$ cat src/rtl/fifo_dc_flags.sv
// fifo_dc_flags: per-domain empty/full flag generator for a dual-clock FIFO.
// Delays the synchronized used-word count through an optional register pipe
// and derives registered empty/full flags from it and the local requests.
module fifo_dc_flags #(
  parameter int    lpm_widthad        = 1,
  parameter int    lpm_numwords       = 1,
  parameter int    lpm_delay          = 1,
  parameter string underflow_checking = "ON",
  parameter string overflow_checking  = "ON",
  parameter string lpm_mode           = "READ"
) (
  input  logic                   clock,
  input  logic                   aclr,
  input  logic [lpm_widthad-1:0] usedw_in,
  input  logic                   wreq,
  input  logic                   rreq,
  output logic [lpm_widthad-1:0] usedw,
  output logic                   empty,
  output logic                   full
);

  localparam int W = lpm_widthad;
  localparam int unsigned DLY = lpm_delay;
  localparam bit READ_MODE = (lpm_mode == "READ");
  localparam bit UNDER_ON  = (underflow_checking == "ON");
  localparam bit OVER_ON   = (overflow_checking == "ON");

  // Full threshold leaves margin for the cross-domain pipeline latency.
  localparam int FTH_I = (lpm_numwords > 3) ? (lpm_numwords - 3) :
                         ((lpm_numwords > 1) ? (lpm_numwords - 1) : 1);
  localparam logic [W-1:0] FTH = W'(FTH_I);
  localparam logic [W-1:0] ONE = W'(1);
  localparam logic [W-1:0] TWO = W'(2);

  typedef enum logic [1:0] {
    EMPTY     = 2'b00,
    NONEMPTY  = 2'b01,
    EMPTYWAIT = 2'b10
  } state_t;

  state_t         r_state;
  state_t         w_next;
  logic           r_full;
  logic           r_lrreq;
  logic           r_lwreq;
  logic           w_rq;
  logic           w_wq;
  logic [W-1:0]   w_u;

  generate
    if (lpm_delay == 0) begin : g_nodelay
      assign w_u = usedw_in;
    end else begin : g_pipe
      logic [W-1:0] r_pipe [DLY];
      // Shift chain delaying usedw_in by lpm_delay clocks.
      always_ff @(posedge clock or negedge aclr) begin
        if (!aclr) begin
          for (int unsigned i = 0; i < DLY; i++) r_pipe[i] <= '0;
        end else begin
          r_pipe[0] <= usedw_in;
          for (int unsigned i = 1; i < DLY; i++) r_pipe[i] <= r_pipe[i-1];
        end
      end
      assign w_u = r_pipe[DLY-1];
    end
  endgenerate

  assign usedw = w_u;
  assign empty = (r_state != NONEMPTY);
  assign full  = r_full;
  assign w_rq  = UNDER_ON ? (rreq & ~empty) : rreq;
  assign w_wq  = OVER_ON  ? (wreq & ~r_full) : wreq;

  // State, full flag and last-request registers.
  always_ff @(posedge clock or negedge aclr) begin
    if (!aclr) begin
      r_state <= EMPTY;
      r_full  <= 1'b0;
      r_lrreq <= 1'b0;
      r_lwreq <= 1'b0;
    end else begin
      r_state <= w_next;
      r_full  <= (w_u >= FTH);
      r_lrreq <= w_rq;
      r_lwreq <= w_wq;
    end
  end

  // Empty state machine next-state logic; each mode uses only its own rules.
  always_comb begin
    w_next = r_state;
    if (READ_MODE) begin
      case (r_state)
        EMPTY:     if (w_u != '0) w_next = NONEMPTY;
        NONEMPTY:  if (w_rq && (((w_u == ONE) && !r_lrreq) ||
                               ((w_u == TWO) && r_lrreq)))
                     w_next = EMPTYWAIT;
        EMPTYWAIT: w_next = (w_u > ONE) ? NONEMPTY : EMPTY;
        default:   w_next = EMPTY;
      endcase
    end else begin
      case (r_state)
        EMPTY:     if (w_wq) w_next = NONEMPTY;
        NONEMPTY:  if ((w_u == '0) && !w_wq && !r_lwreq) w_next = EMPTY;
        default:   w_next = EMPTY;
      endcase
    end
  end

endmodule

$ cat config.mk
export PLATFORM = sky130hd
export DESIGN_NAME = fifo_dc_flags
export DESIGN_NICKNAME = d
export VERILOG_FILES = /design/src/rtl/fifo_dc_flags.sv
export SDC_FILE = /design/constraint.sdc
export NUM_CORES = 1
export LEC_CHECK = 0
export ABC_AREA = 1
export ABC_CLOCK_PERIOD_IN_PS = 1800
export CAP_MARGIN = 20
export CORE_AREA = 4 4 41 43
export CTS_CLUSTER_DIAMETER = 30
export CTS_CLUSTER_SIZE = 25
export DETAILED_ROUTE_END_ITERATION = 6
export DIE_AREA = 0 0 45 47
export PLACE_DENSITY_LB_ADDON = 0.15
export SETUP_SLACK_MARGIN = 0.5
export SLEW_MARGIN = 10
export SYNTH_ARGS = -nofsm -noshare
export SYNTH_HDL_FRONTEND = slang
export SYNTH_SLANG_ARGS = --single-unit
$ cat constraint.sdc
create_clock -name clock -period 1.8 [get_ports clock]
set_input_delay 0.18 -clock clock [delete_from_list [all_inputs] [get_ports clock]]
set_output_delay 0.18 -clock clock [all_outputs]
set_load 0.1 [all_outputs]
==> Word level (Yosys, flattened, before mapping) <==
Cells that the tools add are included.
{ "totals": {"reg_bits": 5, "in_bits": 5, "output_inout_bits": 3, "elab_cells": 25} }
{ "classes": {"order_cmp": 2, "eq_ne": 5, "n_mux": 4, "bitwise": 3, "reduce_logical": 7} }
{ "op_table": {"columns": ["op", "n"], "rows": [
  ["case mux 2 bit (3 select lines)", 1],
  ["two-way mux 2 bit", 2],
  ["!= test 2 bit (second input constant)", 2],
  ["logical AND 1 bit", 3],
  ["equality test 2 x 1 -> 1 bit (second input constant)", 1],
  ["equality test 2 bit (second input constant)", 1],
  ["zero test 2 bit", 1],
  ["!= test 2 x 1 -> 1 bit (second input constant)", 1],
  ["inverter 1 bit", 2],
  ["AND reduction 2 bit", 1],
  ["AND 1 bit", 1],
  ["greater-or-equal comparator 1 bit (second input constant)", 1],
  ["> comparator 1 bit (second input constant)", 1],
  ["zero test 1 bit", 1],
  ["logical OR 1 bit", 1],
  ["two-way mux 1 bit", 1]
]} }

==> Depth between registers and ports, before layout <==
{ "logic_depth": {"depth_word": 6, "mapped_depth": 6, "mapped_depth_nobuf": 6} }

==> Least setup slack after synthesis <==
Ideal clock, no wire load.
{ "synth_path": {"path_kind": "register -> register", "from": "register g_pipe.r_pipe, in the netlist usedw", "to": "register r_state[0]", "setup_time_ns": 0.120, "arrival_ns": 1.327, "t_required_ns": 1.680, "setup_slack_ns": 0.353, "stages_incl_launch_ff": 6, "path_buffers": 0, "synth_period_minus_slack_ns": 1.447, "cell_sequence": "dfrtp_1 -> nor2_1 -> nor2_2 -> nand2_2 -> nand2_1 -> nand2_1"} }
{ "synth_via": {"elab_chain_len": 6, "elab_cells_between_ends": 11, "classes_between": "order compare: 1; eq/ne: 2; mux: 2; bitwise: 1; reduce/logical: 5"} }
{ "synth_rtl": {"columns": ["element", "line", "text"], "rows": [
  ["start, declared", "54", "logic [W-1:0] r_pipe [DLY];"],
  ["inverter 1 bit", null, null],
  ["logical AND 1 bit", "96", "((w_u == TWO) && r_lrreq)))"],
  ["logical OR 1 bit", "95", "NONEMPTY: if (w_rq && (((w_u == ONE) && !r_lrreq) ||"],
  ["logical AND 1 bit", "95", null],
  ["!= test 2 bit (no source line)", null, null],
  ["AND reduction 2 bit (no source line)", null, null],
  ["end signal, assigned", "82", "r_state <= w_next;"],
  ["end, declared", "41", "state_t r_state;"]
]} }
Parallel ways exist; a longest one is shown, timed or not.
A chain may end at the register's enable or synchronous reset.

==> Final worst setup path <==
{ "layout_path": {"from": "register r_state[1]", "to": "output empty"} }
{ "layout_via": {"elab_chain_len": 1} }
{ "layout_rtl": {"columns": ["element", "line", "text"], "rows": [
  ["!= test 2 x 1 -> 1 bit", "69", "assign empty = (r_state != NONEMPTY);"],
  ["end, declared", "18", "output logic empty,"]
]} }
Every way passes these cells.

==> summary.txt <==
Worst setup path
  • Crit path launch type: flop
  • Worst Path Class, Setup: reg -> out
  • Crit-path max FO: 3
  • Critical Path RT: 1620 ps
  • Crit-path cells: inv_1 > nand2_2 > buf_12
  • Worst Setup End Kind: output port
  • Arr. time, crit path: 950 ps
  • R2R Setup Slk: 900 ps
  • Critical Path Max Stage Delay: 370 ps
  • Slowest-stage cell, CP: dfrtp_1

CTS
  • CTS root buffer: clkbuf_4
  • Skew-Pair Late Insertion Delay: 240 ps
  • Clk slew on worst S/H paths: 40 ps
  • CTS tree: yes
  • Clock sinks: 5
  • Clock H-tree levels: 1
  • Hold-fix buffers, CTS: 0
  • CTS Buffer Depth: 2
  • CTS resizes: 0
  • Number of post-CTS setup repair buffers: 0
  • Cts bufs inserted: 3

Route
  • Via count: 148
  • Metal2 WL: 183 um
  • WL met3: 6 um
  • 1st-pass router iterations: 2
  • DR DRC count: 0
  • ANT nets after route: 0
  • Iter 0 DRT Violations: 4
  • Top Metal Used: met4
  • Avg WL per Cell: 7.84 um
  • Final wirelength: 353 um
  • Wl on met1: 124 um
  • DR vias/cell: 3.29

STA
  • RSZ-0062 raised after global routing: no
  • Final Skew: 2.42 ps
  • Hold Violations, Final: 0
  • Final setup fails: 0
  • Setup TNS after final layout: 0 ps
  • Slew HR: 81.5%
  • Fin crit period: 1130 ps
  • Fin crit share: 62.6%
  • Slew at the pin with the worst max-slew slack: 279 ps
  • Achievable Freq: 887 MHz
  • Final Max Tran Viols: 0

Floorplan
  • Die width: 45 um
  • IO Pins: 8
  • Total Die Area: 0.00212 mm^2
  • Num rows: 13
  • Initial core utilization: 15.1%
  • Die height: 47 um
  • Core Box Area: 0.00130 mm^2

Power and ir drop
  • Switching Share: 43.0%
  • Lkg Pwr: 0.161 nW
  • Comb power frac: 48.2%
  • Pwr per Cell Area: 1760 mW/mm^2
  • Internal power: 0.000309 W
  • Final Power: 0.000542 W
  • Max IR drop VDD: 0.000408 V
  • Clock Power Share: 23.4%
  • Share of power burned in registers: 28.4%
  • Switching pwr: 0.000233 W

Synth
  • Synth area leader: dfrtp_1
  • Syn nets: 25
  • Cell area after synthesis: 196 um^2
  • Post-synthesis register bit count: 5
  • Yosys warning count: 0
  • Synthesized area per cell: 9.82 um^2
  • Register area share after synthesis: 63.7%
  • Synth top area share: 63.7%
  • Syn Inst Count: 20
  • Top area cells in the synthesized netlist: dfrtp_1 (64%), inv_1 (9.6%), nand2_1 (7.6%), nand2_2 (6.4%), nor2_4 (5.7%)
  • Synth cell types: 7

Global route
  • Initial antenna violation count: 0
  • Global-route usage over all layers: 5.08%
  • Total gr overflow: 0
  • Vias in the first global route: 157
  • First-pass GRT wire length: 614 um
  • Largest net degree at the start of global routing: 6

Final layout
  • Final core utilization: 23.7%
  • Multi-input gate area: 52.6 um^2
  • Reg area: 126 um^2
  • # fillers: 148
  • Layout cell share with drive strength beyond 1: 36.7%
  • Final nets: 36
  • Diode count: 0
  • Fin cells: 45
  • Syn-to-layout area delta: 56.7%

Placed design
  • GPL Wtd Cong: 0.672
  • Post-placement cell count: 41
  • Post-DP HPWL: 279 um
  • Number of I/O port buffers: 6

Run
  • Max_cap viols: 0

Hold path
  • Hold Crit Class: in -> async

Outcome
  • Status: complete, no violations
sequential cells by signal, summed over array words and instances, names as in the netlist:
name     cells
full         1
r_lrreq      1
r_state      2
usedw        1
layout by cell type, fill, tap and decap left out, drive strengths merged:
cell type,count
nand2,6
inv,5
dfrtp,5
clkbuf,4
nor2,4
clkdlybuf4s50,3
buf,3
synth_stat cells:
| library cell | instances |
|---|---|
| dfrtp_1 | 5 |
| nand2_2 | 2 |
| nor2_1 | 2 |
| nand2_1 | 4 |
| nor2_2 | 1 |
| nor2_4 | 1 |
| inv_1 | 5 |
power by group through the flow:
stage          clock network [W]  registers (W)  logic (W)
6_report                0.000127       0.000154   0.000261
5_1_grt                 0.000146       0.000157   0.000277
4_1_cts                 0.000134       0.000154   0.000265
3_5_place_dp                   0       0.000156   0.000265
3_3_place_gp                   0       0.000155   0.000264
2_1_floorplan                  0       0.000170   0.000166
area by class of cell:
type | count | share of cell area (%)
inverter | 5 | 6.10
multi-input combinational | 10 | 17.1
sequential | 5 | 41.1
clock buffer | 4 | 8.54
tap | 15 | 6.10
timing repair buffer | 6 | 21.1
critical path, delay by kind of cell (launching register included):
family	cells	cell delay, ps
buffers and inverters	2	240
DFF	1	370
and+or+nand+nor	1	90
final timing paths:
| check | startpoint | end | cells after the start |
|---|---|---|---|
| max in group asynchronous | aclr | usedw | 1 |
| worst max-delay path | r_state[1] | empty | 3 |
| min in group clock | usedw_in | usedw | 1 |
| worst min-delay path | aclr | r_lrreq | 1 |
| worst min register to register | usedw | full | 0 |
| worst max register to register | r_state[1] | r_state[0] | 6 |
metrics by stage:
stage | hold WS, ps | instance area (um^2) | setup slack (ps)
finish | 163 | 308 | 672
global route | 179 | 308 | 608
detailed placement | 422 | 282 | 707
floorplan | -116 | 198 | 581
global placement | 414 | 282 | 715
CTS | 164 | 308 | 661
cells by family (layout without fill, tap and decap cells):
logic type / count (synthesis) / in the layout / synth area share (%)
buffers and inverters: 5 / 15 / 9.56
flip-flops: 5 / 5 / 63.7
AND/OR/NAND/NOR: 10 / 10 / 26.8
routing by layer:
| metal | up-vias | GRT usage, % |
|---|---|---|
| li1 | 77 | - |
| met1 | 63 | 3.45 |
| met2 | 4 | 7.06 |
| met3 | 4 | 2.30 |
| met4 | 0 | 10.5 |
| met5 | - | 0 |
No activity file was read; power rests on OpenSTA's default activity.
